--- src/rtl/debug_pkg.sv ---
// Shared types and constants for the instruction-trace UART transmitter.
package debug_pkg;

    localparam logic [7:0] TRACE_SYNC_BYTE    = 8'hA5;
    localparam int         TRACE_RECORD_BYTES = 9;

    typedef struct packed {
        logic [31:0] pc;
        logic [31:0] instr;
    } trace_rec_t;

    typedef enum logic [2:0] {
        ST_IDLE  = 3'd0,
        ST_LOAD  = 3'd1,
        ST_START = 3'd2,
        ST_DATA  = 3'd3,
        ST_STOP  = 3'd4
    } trace_state_e;

endpackage

--- src/rtl/uart_tx_byte.sv ---
// Serialises one byte as an 8N1 frame. The next byte is accepted in the final
// cycle of the stop bit, so back-to-back bytes leave no idle gap on the line.
module uart_tx_byte
    import debug_pkg::*;
#(
    parameter int CLKS_PER_BIT = 434
) (
    input  logic       clk_i,
    input  logic       rst_i,
    input  logic       ena_i,
    input  logic       valid_i,
    input  logic [7:0] data_i,
    output logic       ready_o,
    output logic       tx_o
);

    localparam int            TW         = (CLKS_PER_BIT > 1) ? $clog2(CLKS_PER_BIT) : 1;
    localparam logic [TW-1:0] TIMER_LAST = TW'(CLKS_PER_BIT - 1);

    trace_state_e  state_q, state_d;
    logic [TW-1:0] timer_q, timer_d;
    logic [2:0]    bit_q, bit_d;
    logic [7:0]    data_q, data_d;
    logic          tx_q, tx_d;
    logic          bit_end;

    assign bit_end = (timer_q == TIMER_LAST);
    assign ready_o = (state_q == ST_IDLE) || ((state_q == ST_STOP) && bit_end);
    assign tx_o    = tx_q;

    // data_q shifts right as bits go out, so the next data bit is always data_q[1]
    always_comb begin
        state_d = state_q;
        timer_d = timer_q;
        bit_d   = bit_q;
        data_d  = data_q;
        tx_d    = tx_q;
        if (ena_i) begin
            case (state_q)
                ST_IDLE: begin
                    if (valid_i) begin
                        state_d = ST_START;
                        timer_d = '0;
                        data_d  = data_i;
                        tx_d    = 1'b0;
                    end
                end
                ST_START: begin
                    if (bit_end) begin
                        state_d = ST_DATA;
                        timer_d = '0;
                        bit_d   = '0;
                        tx_d    = data_q[0];
                    end else begin
                        timer_d = timer_q + TW'(1);
                    end
                end
                ST_DATA: begin
                    if (bit_end) begin
                        timer_d = '0;
                        if (bit_q == 3'd7) begin
                            state_d = ST_STOP;
                            tx_d    = 1'b1;
                        end else begin
                            bit_d  = bit_q + 3'd1;
                            data_d = {1'b0, data_q[7:1]};
                            tx_d   = data_q[1];
                        end
                    end else begin
                        timer_d = timer_q + TW'(1);
                    end
                end
                ST_STOP: begin
                    if (bit_end) begin
                        timer_d = '0;
                        if (valid_i) begin
                            state_d = ST_START;
                            data_d  = data_i;
                            tx_d    = 1'b0;
                        end else begin
                            state_d = ST_IDLE;
                        end
                    end else begin
                        timer_d = timer_q + TW'(1);
                    end
                end
                default: begin
                    state_d = ST_IDLE;
                    timer_d = '0;
                    tx_d    = 1'b1;
                end
            endcase
        end
    end

    always_ff @(posedge clk_i) begin
        if (rst_i) begin
            state_q <= ST_IDLE;
            timer_q <= '0;
            bit_q   <= '0;
            data_q  <= '0;
            tx_q    <= 1'b1;
        end else begin
            state_q <= state_d;
            timer_q <= timer_d;
            bit_q   <= bit_d;
            data_q  <= data_d;
            tx_q    <= tx_d;
        end
    end

endmodule

--- src/rtl/trace_uart_tx.sv ---
// Instruction-trace transmitter: queues (pc, instr) records in a FIFO and streams
// each one as a sync byte plus 8 big-endian bytes over an 8N1 UART line.
module trace_uart_tx
    import debug_pkg::*;
#(
    parameter int CLKS_PER_BIT = 434,
    parameter int FIFO_DEPTH   = 4
) (
    input  logic        external_clk,
    input  logic        rst,
    input  logic        ena,
    input  logic        trace_valid,
    input  logic [31:0] trace_pc,
    input  logic [31:0] trace_instr,
    output logic        tx,
    output logic        busy,
    output logic [7:0]  dropped_count
);

    localparam int            AW         = $clog2(FIFO_DEPTH);
    localparam int            CW         = AW + 1;
    localparam logic [CW-1:0] FULL_COUNT = CW'(FIFO_DEPTH);
    localparam logic [3:0]    LAST_BYTE  = 4'(TRACE_RECORD_BYTES);

    trace_rec_t    fifo_mem [FIFO_DEPTH];
    logic [AW-1:0] wr_ptr_q, rd_ptr_q;
    logic [CW-1:0] count_q, count_d;
    logic [7:0]    drop_q, drop_d;

    trace_state_e  state_q, state_d;
    logic [3:0]    byte_idx_q, byte_idx_d;
    logic [63:0]   shift_q, shift_d;
    logic          busy_q, busy_d;

    logic          pop, push, drop;
    logic          byte_valid, byte_ready, byte_accept;
    logic [7:0]    byte_data;

    // A full FIFO still accepts a record when the sequencer pops on the same edge
    assign pop  = ena && (state_q == ST_IDLE) && (count_q != '0);
    assign push = ena && trace_valid && ((count_q != FULL_COUNT) || pop);
    assign drop = ena && trace_valid && !push;

    always_comb begin
        count_d = count_q;
        case ({push, pop})
            2'b10:   count_d = count_q + CW'(1);
            2'b01:   count_d = count_q - CW'(1);
            default: count_d = count_q;
        endcase
        drop_d = (drop && (drop_q != 8'hFF)) ? drop_q + 8'd1 : drop_q;
    end

    always_ff @(posedge external_clk) begin
        if (push) begin
            fifo_mem[wr_ptr_q] <= trace_rec_t'{pc: trace_pc, instr: trace_instr};
        end
    end

    always_ff @(posedge external_clk) begin
        if (rst) begin
            wr_ptr_q <= '0;
            rd_ptr_q <= '0;
            count_q  <= '0;
            drop_q   <= '0;
        end else begin
            if (push) wr_ptr_q <= wr_ptr_q + AW'(1);
            if (pop)  rd_ptr_q <= rd_ptr_q + AW'(1);
            count_q <= count_d;
            drop_q  <= drop_d;
        end
    end

    always_comb begin
        byte_valid = 1'b0;
        byte_data  = shift_q[63:56];
        case (state_q)
            ST_LOAD: begin
                byte_valid = 1'b1;
                byte_data  = TRACE_SYNC_BYTE;
            end
            ST_DATA: byte_valid = (byte_idx_q != LAST_BYTE);
            default: byte_valid = 1'b0;
        endcase
    end

    assign byte_accept = ena && byte_valid && byte_ready;

    // ST_DATA covers the whole streaming phase; start/data/stop bit timing lives in uart_tx_byte
    always_comb begin
        state_d    = state_q;
        byte_idx_d = byte_idx_q;
        shift_d    = shift_q;
        case (state_q)
            ST_IDLE: begin
                if (pop) begin
                    state_d    = ST_LOAD;
                    shift_d    = fifo_mem[rd_ptr_q];
                    byte_idx_d = '0;
                end
            end
            ST_LOAD: begin
                if (byte_accept) begin
                    state_d    = ST_DATA;
                    byte_idx_d = 4'd1;
                end
            end
            ST_DATA: begin
                if (byte_accept) begin
                    shift_d    = {shift_q[55:0], 8'h00};
                    byte_idx_d = byte_idx_q + 4'd1;
                end else if (ena && byte_ready && (byte_idx_q == LAST_BYTE)) begin
                    state_d    = ST_IDLE;
                    byte_idx_d = '0;
                end
            end
            default: begin
                state_d    = ST_IDLE;
                byte_idx_d = '0;
            end
        endcase
        busy_d = (count_q != '0) || (state_d != ST_IDLE);
    end

    always_ff @(posedge external_clk) begin
        if (rst) begin
            state_q    <= ST_IDLE;
            byte_idx_q <= '0;
            shift_q    <= '0;
            busy_q     <= 1'b0;
        end else if (ena) begin
            state_q    <= state_d;
            byte_idx_q <= byte_idx_d;
            shift_q    <= shift_d;
            busy_q     <= busy_d;
        end
    end

    uart_tx_byte #(
        .CLKS_PER_BIT(CLKS_PER_BIT)
    ) u_byte (
        .clk_i  (external_clk),
        .rst_i  (rst),
        .ena_i  (ena),
        .valid_i(byte_valid),
        .data_i (byte_data),
        .ready_o(byte_ready),
        .tx_o   (tx)
    );

    assign busy          = busy_q;
    assign dropped_count = drop_q;

endmodule
--- config.mk ---
export PLATFORM = sky130hd
export DESIGN_NAME = trace_uart_tx
export DESIGN_NICKNAME = d
export VERILOG_FILES = /design/src/rtl/debug_pkg.sv /design/src/rtl/uart_tx_byte.sv /design/src/rtl/trace_uart_tx.sv
export SDC_FILE = /design/constraint.sdc
export NUM_CORES = 1
export LEC_CHECK = 0
export ABC_AREA = 1
export CAP_MARGIN = 20
export CORE_MARGIN = 5
export CORE_UTILIZATION = 31
export DETAILED_ROUTE_END_ITERATION = 10
export PLACE_DENSITY = 0.49
export SYNTH_ARGS = -nofsm -noshare
export SYNTH_HDL_FRONTEND = slang
export SYNTH_HIERARCHICAL = 1
export SYNTH_SLANG_ARGS = --single-unit
--- constraint.sdc ---
create_clock -name external_clk -period 5.4 [get_ports external_clk]
set_clock_uncertainty 0.2 [all_clocks]
set_input_delay 1.08 -clock external_clk [delete_from_list [all_inputs] [get_ports external_clk]]
set_output_delay 1.08 -clock external_clk [all_outputs]
set_load 0.005 [all_outputs]
==> flow_summary.yaml <==
run_status:
  status: "finished clean"
routing:
  via_count: 11000
  routed_wl_mm: 37.7
  first_pass_iters: 5
  wire_per_inst_um: 15.6
  drtIter0Drc: 650
  antenna_left: 0
  viasPerCell: 4.56
  drc: 0
synth:
  ys.flop_type: "edfxtp_1"
  syn_area_per_cell_um2: 9.45
  ys_ff_latch: 369
  ys.warnings.count: 6
  synth_largest_type_area_fraction: 0.493
  synthArstFlopShare: 0
  yosys-top-cells-area: "edfxtp_1, dfxtp_1, nand2_1"
  synth_nets: 1729
  synth_most_common_cell: "nand2_1"
  yosysTopAreaCell: "edfxtp_1"
  synthTopCellsByCount: "nand2_1, nor2_1, edfxtp_1"
  synth_area_um2: 15600
  synth_cell_types: 34
  netlist_instances: 1649
  synth_edf_count: 256
  seq_area_frac_synth: 0.638
cts:
  cts_sinks: 369
  htree_levels: 2
  clk_path_buf_depth: 3
  clk_pin_slew_ps: 60
  cts_buffers: 42
  clock_latency_ps: 560
  cts.repair.resized: 0
  cts_hold_buf: 0
  cts_tree: "yes"
  cts_setup_buffers: 0
  root_buffer: "clkbuf_16"
sta:
  setup_slack_ps: 2130
  slew_headroom: 0.389
  setup-tns-final_ps: 0
  finalSetupViolations: 0
  worstMarginPinSlew_ps: 916
  final_hold_viol_count: 0
  fin_crit_ps: 3270
  fmax_mhz: 306
  finalCritPeriodShare: 0.605
  drv_slew: 0
  whs_ps: 262
  rsz0062_at_grt: "false"
power_and_ir_drop:
  irDropWorstVdd_mv: 0.232
  p_leak_nw: 6.78
  powerDensity_nw_per_um2: 379
global_route:
  antenna_found_initial: 0
  grt_pass1_wl_mm: 59.9
  grt_usage: 0.137
  grt_max_degree: 83
  grt_overflow: 0
  grt_pass1_vias: 10700
finish:
  fin_area_um2: 18200
  fillers: 5072
  finalCoreUtilization: 0.364
  n_antenna_cell: 0
  drive_above_1_share: 0.0626
  synthToLayoutAreaGrowth_pct: 16.8
  layout.nets: 1788
critical_path:
  endpoint_kind: "register"
  crit_type: "in2reg"
  critical_path_required_ps: 5430
  crit_fanout: 39
  startpoint_type: "input pin"
  cp.arrival_ps: 3300
die:
  io_pins: 78
  die_h_um: 234
  core-area_um2: 50000
  initial_core_util: 0.312
  rows: 82
  fp.dieW_um: 234
  die_area_um2: 54900
worst_hold_path:
  hold_path_class: "reg2reg"
placed_design:
  dpl.hpwl_mm: 22.5
  numPortBuffers: 77
  place_area_um2: 16900
  pre_cts_slack_ps: 1540
  place.gp.congestion: 0.748
job:
  max_cap_violations: 0
-- cell usage in the layout, fill, tap and decap left out, types with 2 or more instances in the layout --
cell type	instances
inv_2	7
nor2_4	6
dfxtp_1	111
xnor2_1	2
nand2_1	473
nor3_1	7
inv_1	61
a21oi_4	2
nand3_1	22
xor2_1	5
edfxtp_1	256
nand2_2	6
a21oi_1	78
clkbuf_16	43
o21ai_0	149
nor2_1	329
nand4_1	16
or2_2	5
clkdlybuf4s50_1	76
clkinv_1	12
nand3_2	3
buf_12	3
clkinv_2	6
clkbuf_1	13
ha_1	11
o22ai_1	8
buf_4	16
-- state kept, by name (all words and copies together) (netlist names), named ones only --
register and flops:
u_byte/timer_q 9, u_byte/state_q 3, busy 1, u_byte/data_q 8, rd_ptr_q 2, byte_idx_q 4
wr_ptr_q 2, count_q 3, u_byte/tx_o 1, state_q 3, fifo_mem 256, u_byte/bit_q 3
dropped_count 8, shift_q 64
-- cell families after synthesis --
group / count (synthesis) / share of synthesized area
AOI/OAI and AO/OA: 238 / 0.0787
xor gates and xnor gates: 7 / 0.00393
adders and majority gates: 12 / 0.0101
buffers and inverters: 151 / 0.0479
DFF: 369 / 0.638
and+or+nand+nor: 872 / 0.221
-- layout make-up --
type	count	area (um2)	area share
Timing Repair Buffer	96	946	0.0520
Clock inverter	20	129	0.00708
Clock buffer	57	1140	0.0626
Inverter	70	269	0.0148
Tap cell	672	841	0.0462
Multi-Input combinational cell	1129	4920	0.271
Sequential cell	369	9950	0.547
-- layer usage --
layer	wire [um]	share of wire	global-route usage	up-vias
met5	0	0	0	-
met4	849	0.023	0.0404	0
met3	1270	0.034	0.0220	54
met2	18000	0.48	0.226	154
met1	17600	0.47	0.186	5228
li1	-	-	-	5558
-- path summary, 6_finish.rpt --
kind,cells past startpoint,slack (ps),from,to
max,6,2130,ena,fifo_mem[2][42]$_DFFE_PP_
min,2,260,shift_q[37]$_SDFFE_PP0P_,shift_q[37]$_SDFFE_PP0P_
max reg2reg,9,2680,register,shift_q[24]$_SDFFE_PP0P_
min reg2reg,2,260,shift_q[37]$_SDFFE_PP0P_,shift_q[37]$_SDFFE_PP0P_
-- worst max-delay path, cell delays in order --
cell	delay [ps]
clkdlybuf4s50_1	660
nand4_1	210
nand2_1	90
nand2_1	300
nor2_4	560
buf_12	320
-- stage by stage --
step | std cells | power [mW]
2_1_floorplan | 1649 | 4.04
3_3_place_gp | 2336 | 4.32
3_5_place_dp | 2336 | 4.33
4_1_cts | 2413 | 7.02
5_1_grt | 2413 | 7.28
6_report | 2413 | 6.91
-- where the power goes --
group	internal [mW]	leakage, nW	switching (mW)
registers	3.18	3.25	0.0966
logic	0.317	2.92	0.659
clock network	1.53	0.619	1.13
total	5.02	6.78	1.88
Note: power is estimated with default switching activity, not from simulation.
